[src/rtl/path_follower_if.sv]
// Planner-to-follower command channel: valid/ready handshake carrying a 2-bit move code and an end-of-path marker.
interface path_follower_if;
    logic       cmd_valid;
    logic [1:0] cmd_data;
    logic       cmd_last;
    logic       cmd_ready;

    modport master (output cmd_valid, output cmd_data, output cmd_last, input cmd_ready);
    modport slave  (input cmd_valid, input cmd_data, input cmd_last, output cmd_ready);
endinterface

[src/rtl/path_follower.sv]
// Path follower: queues planner moves, issues one per node (motor_go 1 cycle after node_detect); cmd_ready drops when full.
// Optional PATH_FOLLOWER_WATCHDOG_EN aborts a turn that lasts TIMEOUT cycles (err set, queue flushed, back to IDLE).
module path_follower #(
    parameter int unsigned DEPTH   = 16,
    parameter int unsigned TIMEOUT = 50_000_000
) (
    input  logic            clk_50,
    input  logic            reset,
    path_follower_if.slave  cmd,
    input  logic            node_detect,
    input  logic            turn_done,
    output logic [1:0]      motor_cmd,
    output logic            motor_go,
    output logic [1:0]      heading,
    output logic [7:0]      nodes_passed,
    output logic            busy,
    output logic            path_done,
    output logic            err
);
    localparam int unsigned AW = $clog2(DEPTH);
    localparam logic [AW:0] PTR_ONE = 1;
    localparam logic [1:0]  CMD_STRAIGHT = 2'b00;

    typedef enum logic [2:0] {S_IDLE, S_WAIT_NODE, S_ISSUE, S_TURNING, S_DONE} state_t;

    state_t      r_state, w_state_nxt;
    logic [2:0]  r_mem [DEPTH];
    logic [AW:0] r_wr_ptr, r_rd_ptr;
    logic        r_rdy_en;
    logic        w_empty, w_full, w_push, w_pop, w_flush;
    logic [2:0]  w_head;
    logic [1:0]  r_cur_cmd;
    logic        r_cur_last;
    logic [1:0]  r_motor_cmd, w_motor_cmd_nxt, r_heading, w_heading_nxt;
    logic [7:0]  r_nodes, w_nodes_nxt;
    logic        r_motor_go, w_motor_go_nxt, r_busy, w_busy_nxt;
    logic        r_path_done, w_path_done_nxt, r_err, w_err_nxt;

    assign w_empty = (r_wr_ptr == r_rd_ptr);
    assign w_full  = (r_wr_ptr[AW] != r_rd_ptr[AW]) && (r_wr_ptr[AW-1:0] == r_rd_ptr[AW-1:0]);
    assign w_head  = r_mem[r_rd_ptr[AW-1:0]];
    assign w_pop   = (r_state == S_WAIT_NODE) && node_detect && !w_empty;
    // A pop frees the head slot this cycle, so a full queue can still take a push alongside it.
    assign cmd.cmd_ready = r_rdy_en && (!w_full || w_pop);
    assign w_push  = cmd.cmd_valid && cmd.cmd_ready;

    always_ff @(posedge clk_50) begin
        if (w_push) r_mem[r_wr_ptr[AW-1:0]] <= {cmd.cmd_last, cmd.cmd_data};
    end

    always_ff @(posedge clk_50 or posedge reset) begin
        if (reset) begin
            r_wr_ptr <= '0;
            r_rd_ptr <= '0;
            r_rdy_en <= 1'b0;
        end else begin
            r_rdy_en <= 1'b1;
            if (w_push) r_wr_ptr <= r_wr_ptr + PTR_ONE;
            if (w_flush)    r_rd_ptr <= w_push ? r_wr_ptr + PTR_ONE : r_wr_ptr;
            else if (w_pop) r_rd_ptr <= r_rd_ptr + PTR_ONE;
        end
    end

    function automatic logic [1:0] f_turn(input logic [1:0] h, input logic [1:0] c);
        logic [1:0] r;
        r = h;
        case (c)
            2'b01: case (h)  // left
                2'b10:   r = 2'b00;
                2'b00:   r = 2'b11;
                2'b11:   r = 2'b01;
                default: r = 2'b10;
            endcase
            2'b10: case (h)  // right
                2'b10:   r = 2'b01;
                2'b01:   r = 2'b11;
                2'b11:   r = 2'b00;
                default: r = 2'b10;
            endcase
            2'b11:   r = h ^ 2'b01;
            default: r = h;
        endcase
        return r;
    endfunction

`ifdef PATH_FOLLOWER_WATCHDOG_EN
    logic [31:0] r_wd_cnt;
    logic        w_wd_exp;
    assign w_wd_exp = (r_wd_cnt == 32'(TIMEOUT - 1));

    always_ff @(posedge clk_50 or posedge reset) begin
        if (reset)                    r_wd_cnt <= '0;
        else if (r_state == S_TURNING) r_wd_cnt <= r_wd_cnt + 32'd1;
        else                          r_wd_cnt <= '0;
    end
`else
    logic w_unused_timeout;
    assign w_unused_timeout = |32'(TIMEOUT);
`endif

    always_comb begin
        w_state_nxt     = r_state;
        w_motor_go_nxt  = 1'b0;
        w_motor_cmd_nxt = r_motor_cmd;
        w_heading_nxt   = r_heading;
        w_nodes_nxt     = r_nodes;
        w_path_done_nxt = 1'b0;
        w_err_nxt       = r_err;
        w_flush         = 1'b0;
        case (r_state)
            S_IDLE: if (!w_empty) begin
                w_state_nxt = S_WAIT_NODE;
                w_nodes_nxt = 8'd0;
            end
            S_WAIT_NODE: if (node_detect) begin
                if (!w_empty) begin
                    w_state_nxt     = S_ISSUE;
                    w_motor_go_nxt  = 1'b1;
                    w_motor_cmd_nxt = w_head[1:0];
                end else begin
                    w_err_nxt = 1'b1;
                end
            end
            S_ISSUE: begin
                w_nodes_nxt   = (r_nodes == 8'hFF) ? r_nodes : r_nodes + 8'd1;
                w_heading_nxt = f_turn(r_heading, r_cur_cmd);
                if (r_cur_cmd != CMD_STRAIGHT) begin
                    w_state_nxt = S_TURNING;
                end else if (r_cur_last) begin
                    w_state_nxt     = S_DONE;
                    w_path_done_nxt = 1'b1;
                end else begin
                    w_state_nxt = S_WAIT_NODE;
                end
            end
            S_TURNING: begin
                if (turn_done) begin
                    w_state_nxt     = r_cur_last ? S_DONE : S_WAIT_NODE;
                    w_path_done_nxt = r_cur_last;
                end
`ifdef PATH_FOLLOWER_WATCHDOG_EN
                else if (w_wd_exp) begin
                    w_err_nxt   = 1'b1;
                    w_flush     = 1'b1;
                    w_state_nxt = S_IDLE;
                end
`endif
            end
            S_DONE:  w_state_nxt = S_IDLE;
            default: w_state_nxt = S_IDLE;
        endcase
        w_busy_nxt = (w_state_nxt != S_IDLE);
    end

    always_ff @(posedge clk_50 or posedge reset) begin
        if (reset) begin
            r_state     <= S_IDLE;
            r_motor_cmd <= 2'b00;
            r_motor_go  <= 1'b0;
            r_heading   <= 2'b00;
            r_nodes     <= 8'd0;
            r_busy      <= 1'b0;
            r_path_done <= 1'b0;
            r_err       <= 1'b0;
            r_cur_cmd   <= 2'b00;
            r_cur_last  <= 1'b0;
        end else begin
            r_state     <= w_state_nxt;
            r_motor_cmd <= w_motor_cmd_nxt;
            r_motor_go  <= w_motor_go_nxt;
            r_heading   <= w_heading_nxt;
            r_nodes     <= w_nodes_nxt;
            r_busy      <= w_busy_nxt;
            r_path_done <= w_path_done_nxt;
            r_err       <= w_err_nxt;
            if (w_pop) {r_cur_last, r_cur_cmd} <= w_head;
        end
    end

    assign motor_cmd    = r_motor_cmd;
    assign motor_go     = r_motor_go;
    assign heading      = r_heading;
    assign nodes_passed = r_nodes;
    assign busy         = r_busy;
    assign path_done    = r_path_done;
    assign err          = r_err;
endmodule

[src/flat_wrapper.sv]
// flat-port wrapper written by rule: the top's interface ports become plain ports
module path_follower_flat 
#(
    parameter int unsigned DEPTH   = 16,
    parameter int unsigned TIMEOUT = 50_000_000
)
  (clk_50, reset, node_detect, turn_done, motor_cmd, motor_go, heading, nodes_passed, busy, path_done, err, cmd_cmd_valid, cmd_cmd_data, cmd_cmd_last, cmd_cmd_ready);
  path_follower_if cmd_i ();
  input  logic clk_50;
  input  logic reset;
  input  logic node_detect;
  input  logic turn_done;
  output logic [1:0] motor_cmd;
  output logic motor_go;
  output logic [1:0] heading;
  output logic [7:0] nodes_passed;
  output logic busy;
  output logic path_done;
  output logic err;
  input wire logic [$bits(cmd_i.cmd_valid)-1:0] cmd_cmd_valid;
  input wire logic [$bits(cmd_i.cmd_data)-1:0] cmd_cmd_data;
  input wire logic [$bits(cmd_i.cmd_last)-1:0] cmd_cmd_last;
  output wire logic [$bits(cmd_i.cmd_ready)-1:0] cmd_cmd_ready;
  assign cmd_i.cmd_valid = cmd_cmd_valid;
  assign cmd_i.cmd_data = cmd_cmd_data;
  assign cmd_i.cmd_last = cmd_cmd_last;
  assign cmd_cmd_ready = cmd_i.cmd_ready;
  path_follower #(.DEPTH(DEPTH), .TIMEOUT(TIMEOUT)) u_core (.clk_50(clk_50), .reset(reset), .cmd(cmd_i), .node_detect(node_detect), .turn_done(turn_done), .motor_cmd(motor_cmd), .motor_go(motor_go), .heading(heading), .nodes_passed(nodes_passed), .busy(busy), .path_done(path_done), .err(err));
endmodule
[config.mk]
export PLATFORM = sky130hd
export DESIGN_NAME = path_follower_flat
export DESIGN_NICKNAME = d
export VERILOG_FILES = /design/src/rtl/path_follower_if.sv /design/src/rtl/path_follower.sv /design/src/flat_wrapper.sv
export SDC_FILE = /design/constraint.sdc
export NUM_CORES = 1
export LEC_CHECK = 0
export CAP_MARGIN = 25
export CORE_MARGIN = 3
export CORE_UTILIZATION = 25
export CTS_CLUSTER_DIAMETER = 60
export DETAILED_ROUTE_END_ITERATION = 10
export PLACE_DENSITY_LB_ADDON = 0.2
export SLEW_MARGIN = 20
export SYNTH_ARGS = -nofsm -noshare
export SYNTH_HDL_FRONTEND = slang
export SYNTH_SLANG_ARGS = --single-unit
[constraint.sdc]
create_clock -name clk_50 -period 4.88 [get_ports clk_50]
set_input_delay 0.976 -clock clk_50 [delete_from_list [all_inputs] [get_ports clk_50]]
set_output_delay 0.976 -clock clk_50 [all_outputs]
set_load 0.01 [all_outputs]
# == Word level (Yosys, flattened, before mapping) ==
# Memory sizes are Yosys's and may differ from the RTL's.
# Cells that the tools add are included.
# totals
register_bits,33
ram_bits,48
out_inout_bits,17
memories,1
# classes
add_sub_neg,3
n_eq_ne,15
n_mux,22
bitwise,3
n_reduce_logical,20
# mem_list
memory,depth,width,rd,rd_clocked_by_memory_dff,write_ports,line_no,source
u_core.r_mem,16,3,1,0,1,path_follower.sv:27,logic [2:0] r_mem [DEPTH];
# ops
op,n
$mux W3,6
$pmux W2 S3,3
$mux W8,2
$pmux W8 S2,1
$pmux W3 S4,1
$reduce_and A3 Y1,4
$add A5 B1 Y5 const B,2
$add A8 B1 Y8 const B,1
$eq A2 B2 Y1 const B,4
$eq A8 B8 Y1 const B,1
$mux W1,8
$eq A3 B2 Y1 const B,2
$reduce_bool A2 Y1,3
$reduce_bool A3 Y1,2
$eq A5 B5 Y1,1
$logic_and A1 B1 Y1,5
$eq A2 B1 Y1 const B,2
$eq A4 B4 Y1,1
$ne A2 B2 Y1 const B,2
$eq A3 B1 Y1 const B,1
$logic_not A3 Y1,1
$not A1 Y1,3
$logic_not A1 Y1,2
$logic_not A2 Y1,1
4 further kinds,4

# == Depth between registers and ports, before layout ==
# Gate-level depths: netlist (run 1).
# logic_depth
ltp_word,8
ltp_mapped,6
depth_no_buf,5

# == Least setup slack after synthesis (run 1) ==
# No wires, ideal clock.
# synth_timing
path_kind,input-to-output
startpoint,input port node_detect
endpoint,output port cmd_cmd_ready
arrival_ns,1.770
required_time_ns,3.904
setup_slack_ns,2.134
stages,3
path_buffers,0
path_cell_list,nor4bb_1 > nor2_1 > a21boi_0
# synth_between
elab_chain_len,4
# synth_lines
item,line_no,source
start: declaration,flat_wrapper.sv:11,input logic node_detect;
$logic_and A1 B1 Y1 (2 in series),path_follower.sv:42,assign w_pop = (r_state == S_WAIT_NODE) && node_detect && !w_empty;
$logic_or A1 B1 Y1,path_follower.sv:44,assign cmd.cmd_ready = r_rdy_en && (!w_full || w_pop);
$logic_and A1 B1 Y1,path_follower.sv:44,
end: declaration,flat_wrapper.sv:23,output wire logic [$bits(cmd_i.cmd_ready)-1:0] cmd_cmd_ready;
# No other way between the ends.

# == Worst setup path after layout (run 1) ==
# Ends and elaborated chain as after synthesis.

==> flow_summary.yaml, run 1 <==
cts:
  clk_latency_ps: 330
  cts_hold_buf: 0
  post_cts_buffers: 0
  htreeDepth: 3
  cts_tree: "done"
  cts_resized: 0
  cts_buffer_depth: 2
  clk_pin_slew_ps: 60
  clock_sinks: 81
  cts_made_buffers: 9
  clockRootBuffer: "clkbuf_16"
yosys:
  synth_ff_type: "edfxtp_1"
  async_flop_share_pct: 40.74
  synthCells: 265
  synth_area_per_cell_um2: 13.99
  synth_cell_types: 46
  ys_seq_elements: 81
  synth_enable_flop_cells: 48
  yosysWarnings: 0
  syn_area_um2: 3709
  syn-num-nets: 286
  yosysSeqAreaShare_pct: 61.13
drt:
  wl_met2_um: 3596
  firstDrtPassIters: 6
  detail_route.wl_per_cell_um: 15.91
  via_per_inst: 4.480
  wl_met1_um: 3715
  drtAntennaViolNets: 0
  drc: 0
  drtIter0Drc: 130
  vias: 2155
  wirelength_um: 7654
  route.top_layer_used: "met4"
  wl_met3_um: 212
sta:
  fmax_mhz: 262.4
  setup_viol: 0
  hold_viol_final: 0
  tns_ps: 0
  slew_headroom_pct: 48.08
  tightest_slew_ps: 774.2
  finalMaxSlewViolations: 0
  period_share_pct: 78.09
  finClkSkew_ps: 4.744
  period_minus_slack_ps: 3811
  rsz0062_at_grt: "false"
floorplan:
  die_w_um: 127.8
  io_pins: 25
  num_rows: 43
  die_area_um2: 16330
  die_height_um: 127.8
  coreArea_um2: 14200
  initial_core_util_pct: 26.11
critical_path:
  end_kind: "output port"
  start_kind: "input port"
  cp.arrival_ps: 2830
  path_max_fanout: 5
  critPathSlowestCell: "clkdlybuf4s50_1"
  required_ps: 3900
  crit_chain: "clkdlybuf4s50_1, nor4bb_1, nor2_1, a21boi_0, clkdlybuf4s50_1"
  max_stage_delay_ps: 570
  path_class: "in -> out"
  crit_top_cell: "clkdlybuf4s50_1"
power_and_ir_drop:
  p_leak_uw: 0.001711
  vdd_drop_max_mv: 0.2317
  power_density_nw_per_um2: 570.7
  p_total_uw: 2559
grt:
  grt_max_degree: 34
  first_global_vias: 2197
  antenna_found_initial: 0
  overflow: 0
  grt_pass1_wl_um: 12550
  track_usage_pct: 10.02
final_layout:
  layout-drive-gt1-share_pct: 13.62
  nNetsFinal: 317
  n_antenna_cell: 0
  area_growth_pct: 20.92
  final_cells: 481
  final_util_pct: 31.57
placement:
  port_buffers: 24
  routabilityCongestion: 0.7511
  dp_cells: 464
  place_hpwl_um: 5299
run:
  drv_cap: 0
hold_path:
  hp-class: "reg -> reg"
run_status:
  outcome: "finished, final reports clean"
per-stage QoR:
stage	cell area [um2]	hold slack [ps]	setup WS, ps
global route	4484	481.9	933.2
CTS	4479	460.3	1052
finish	4484	454.6	1069
global placement	4168	446.3	1097
detailed placement	4168	446.7	1062
floorplan	3709	461.7	2134
path summary, 6_finish.rpt:
path | from | end | slack (ps) | cells after the start
min in group asynchronous | reset | u_core.nodes_passed[2] | 1050 | 3
hold / removal | u_core.err | u_core.err | 450 | 1
hold reg to reg | u_core.err | u_core.err | 450 | 1
setup / recovery | node_detect | cmd_cmd_ready | 1070 | 5
setup reg to reg | u_core.r_wr_ptr[4] | u_core.r_mem[7][0] | 2330 | 4
max in group asynchronous | reset | u_core.path_done | 3520 | 3
cell usage in the layout (no fill, tap or decap), types with 7 or more instances in the layout:
cell type         n
edfxtp_1         48
dfrtp_1          33
xor2_1           10
mux2i_1           7
nor2_1           13
clkdlybuf4s50_1  24
clkbuf_16         9
ha_1             13
nand3_1           7
nand2_1          11
and3_1           15
inv_1            16
mux4_2           11
registers in the layout, summed over array words and instances, names as in the netlist:
signal and count:
u_core.r_cur_cmd 2, u_core.motor_go 1, u_core.motor_cmd 2, u_core.path_done 1, u_core.busy 1, u_core.r_state 3, u_core.heading 2, u_core.r_cur_last 1
u_core.nodes_passed 8, u_core.r_rdy_en 1, u_core.r_mem 48, u_core.err 1, u_core.r_rd_ptr 5, u_core.r_wr_ptr 5
power by group:
group / total, uW / internal [uW] / switching (uW)
registers: 998 / 851 / 147
logic: 857 / 407 / 450
clock network: 704 / 445 / 259
synthesized netlist by cell type (2+ instances only):
cell	number	share of area (%)
inv_1	16	1.6
a22oi_1	4	0.81
ha_1	13	4.4
nor2_1	13	1.3
xor2_1	10	2.4
a2111oi_2	2	0.81
nor2b_1	4	0.67
a2111oi_0	3	0.71
o21ai_0	4	0.54
nand2_1	11	1.1
mux2_2	4	1.2
dfrtp_1	33	22
o31ai_1	3	0.61
mux2i_1	7	1.9
xnor2_1	6	1.4
clkbuf_1	5	0.51
and2_1	6	1.0
and3_1	15	2.5
a211oi_1	4	0.81
nand3_1	7	0.94
a21oi_1	6	0.81
buf_2	5	0.67
mux4_2	11	6.7
o22ai_1	2	0.34
edfxtp_1	48	39
a31oi_1	2	0.34
or4_1	2	0.40
cell type report:
class	instances	area, um2
Tap cell	180	225.2
Sequential cell	81	2267
Fill cell	1442	9719
Clock buffer	10	229.0
Timing Repair Buffer	30	282.8
Inverter	16	60.06
Clock inverter	6	82.58
Multi-Input combinational cell	158	1338
kinds of logic after synthesis:
kind of cell,Yosys count,share of synthesized area (%)
flops,81,61.13
simple gates,67,10.19
compound gates,39,7.828
buf+inv,26,2.800
mux,22,9.784
xor+xnor,16,3.779
fa+ha+maj,13,4.386
other cells,1,0.1011
worst max-delay path, delay by kind of cell:
family	cells	cell delay, ps
buffers and inverters	2	1070
and+or+nand+nor	2	540
AOI/OAI and AO/OA	1	240
metal layers:
| layer | global-route usage [%] | vias to the layer above |
|---|---|---|
| li1 | - | 1051 |
| met1 | 13.84 | 1067 |
| met2 | 15.28 | 28 |
| met3 | 2.458 | 9 |
| met4 | 3.745 | 0 |
| met5 | 0 | - |
Power figures use the tool's default switching activity.
==> run 2, diff against run 1 <==
==> constraint.sdc (replaced) <==
create_clock -name clk_50 -period 3.15 [get_ports clk_50]
set_input_delay 0.63 -clock clk_50 [delete_from_list [all_inputs] [get_ports clk_50]]
set_output_delay 0.63 -clock clk_50 [all_outputs]
set_load 0.01 [all_outputs]
==> flow_summary.yaml, run 2 (same netlist as run 1, synthesis figures left out) <==
floorplan:
  die_height_um: 127.8
  num_rows: 43
  initial_core_util_pct: 26.11
  coreArea_um2: 14200
  io_pins: 25
  die_area_um2: 16330
  die_w_um: 127.8
critical_path:
  path_max_fanout: 3
  end_kind: "output port"
  cp.arrival_ps: 2360
  r2r_start: "u_core.r_rd_ptr[3]"
  path_class: "in -> out"
  start_kind: "input port"
  crit_top_cell: "clkdlybuf4s50_1"
  critPathLaunch: "node_detect"
  max_stage_delay_ps: 560
  crit_chain: "clkdlybuf4s50_1, nor4bb_1, nor2_1, a21boi_0, clkdlybuf4s50_1"
  required_ps: 2520
  critPathSlowestCell: "clkdlybuf4s50_1"
drt:
  vias: 2188
  via_per_inst: 4.502
  wl_met1_um: 3603
  firstDrtPassIters: 4
  wirelength_um: 7762
  drtIter0Drc: 95
  wl_met2_um: 3786
  drc: 0
  route.top_layer_used: "met4"
  drtAntennaViolNets: 0
  detail_route.wl_per_cell_um: 15.97
  wl_met3_um: 237
placement:
  routabilityCongestion: 0.7454
  port_buffers: 24
  dp_cells: 470
  place_area_um2: 4213
  place_hpwl_um: 5373
grt:
  overflow: 0
  first_global_vias: 2283
  antenna_found_initial: 0
  grt_pass1_wl_um: 12710
  track_usage_pct: 10.14
  grt_max_degree: 34
final_layout:
  area_growth_pct: 21.36
  final_cells: 486
  layout-drive-gt1-share_pct: 14.71
  n_antenna_cell: 0
  nNetsFinal: 322
  final_area_um2: 4501
  final_cell_mix: "48 x edfxtp_1, 33 x dfrtp_1, 24 x clkdlybuf4s50_1, 16 x inv_1, 15 x and3_1"
  fill_cells: 1431
  final_common_cell: "edfxtp_1"
  register_area_um2: 2267
  largest_reg_flops: 48
  multiInputGateArea_um2: 1338
cts:
  post_cts_buffers: 0
  clock_sinks: 81
  clockRootBuffer: "clkbuf_16"
  cts_tree: "done"
  cts_made_buffers: 9
  clk_pin_slew_ps: 60
  cts_hold_buf: 0
  clk_latency_ps: 330
  htreeDepth: 3
  cts_resized: 0
  cts_buffer_depth: 2
power_and_ir_drop:
  power_density_nw_per_um2: 878.9
  p_leak_uw: 0.001720
  vdd_drop_max_mv: 0.2426
sta:
  tns_ps: 0
  rsz0062_at_grt: "false"
  setup_viol: 0
  hold_ws_ps: 452.9
  period_share_pct: 94.88
  finClkSkew_ps: 7.012
  slew_headroom_pct: 57.89
  period_minus_slack_ps: 2989
  fmax_mhz: 334.6
  finalMaxSlewViolations: 0
  tightest_slew_ps: 629.7
  hold_viol_final: 0
run:
  drv_cap: 0
hold_path:
  hold_path_startpoint: "u_core.err"
  hp-class: "reg -> reg"
run_status:
  outcome: "finished, final reports clean"
==> run 2: changes by cell type in the layout (fill, tap and decap cells not counted) <==
cell and change:
bufinv_16 -1, buf_4 +6, clkinvlp_4 +1, buf_2 -1
clkinv_2 -1, clkinv_1 +1
==> run 2: critical path: cells and delay by family <==
kind | cells | cell delay (ps)
buffers and inverters | 2 | 1060
AOI/OAI and AO/OA | 1 | 180
and+or+nand+nor | 2 | 480
==> run 2: through the flow <==
stage / utilization (%) / power [uW] / setup WS, ps
floorplan: - / 2461 / 1004
global placement: 29.66 / 2996 / 161.8
detailed placement: 29.66 / 3006 / 162.5
CTS: 31.69 / 4018 / 149.6
global route: 31.69 / 4228 / 55.44
finish: 31.69 / 3956 / 161.1
==> run 2: final timing paths <==
| path | cells past startpoint | slack [ps] | endpoint |
|---|---|---|---|
| worst max register to register | 6 | 1000 | u_core.r_mem[14][0] |
| min in group asynchronous | 3 | 700 | u_core.nodes_passed[0] |
| worst max-delay path | 5 | 160 | cmd_cmd_ready |
| worst min register to register | 1 | 450 | u_core.err |
| max in group asynchronous | 3 | 2140 | u_core.r_rd_ptr[1] |
| worst min-delay path | 1 | 450 | u_core.err |
==> run 2: layout make-up <==
| cell class | instances | area share [%] |
|---|---|---|
| sequential | 81 | 50.38 |
| multi-input combinational | 158 | 29.72 |
| timing repair buffer | 35 | 7.173 |
| clock buffer | 10 | 5.088 |
| tap | 180 | 5.004 |
| inverter | 16 | 1.334 |
| clock inverter | 6 | 1.307 |
==> run 2: routing by layer <==
| metal | up-vias | global-route usage (%) |
|---|---|---|
| met2 | 30 | 16.20 |
| met5 | - | 0 |
| met1 | 1091 | 13.29 |
| li1 | 1058 | - |
| met4 | 0 | 3.558 |
| met3 | 9 | 2.750 |
==> run 2: power by group <==
group / switching (uW) / internal [uW] / total, uW
Combinational: 744 / 679 / 1420
Clock: 392 / 608 / 1000
Sequential: 214 / 1320 / 1530
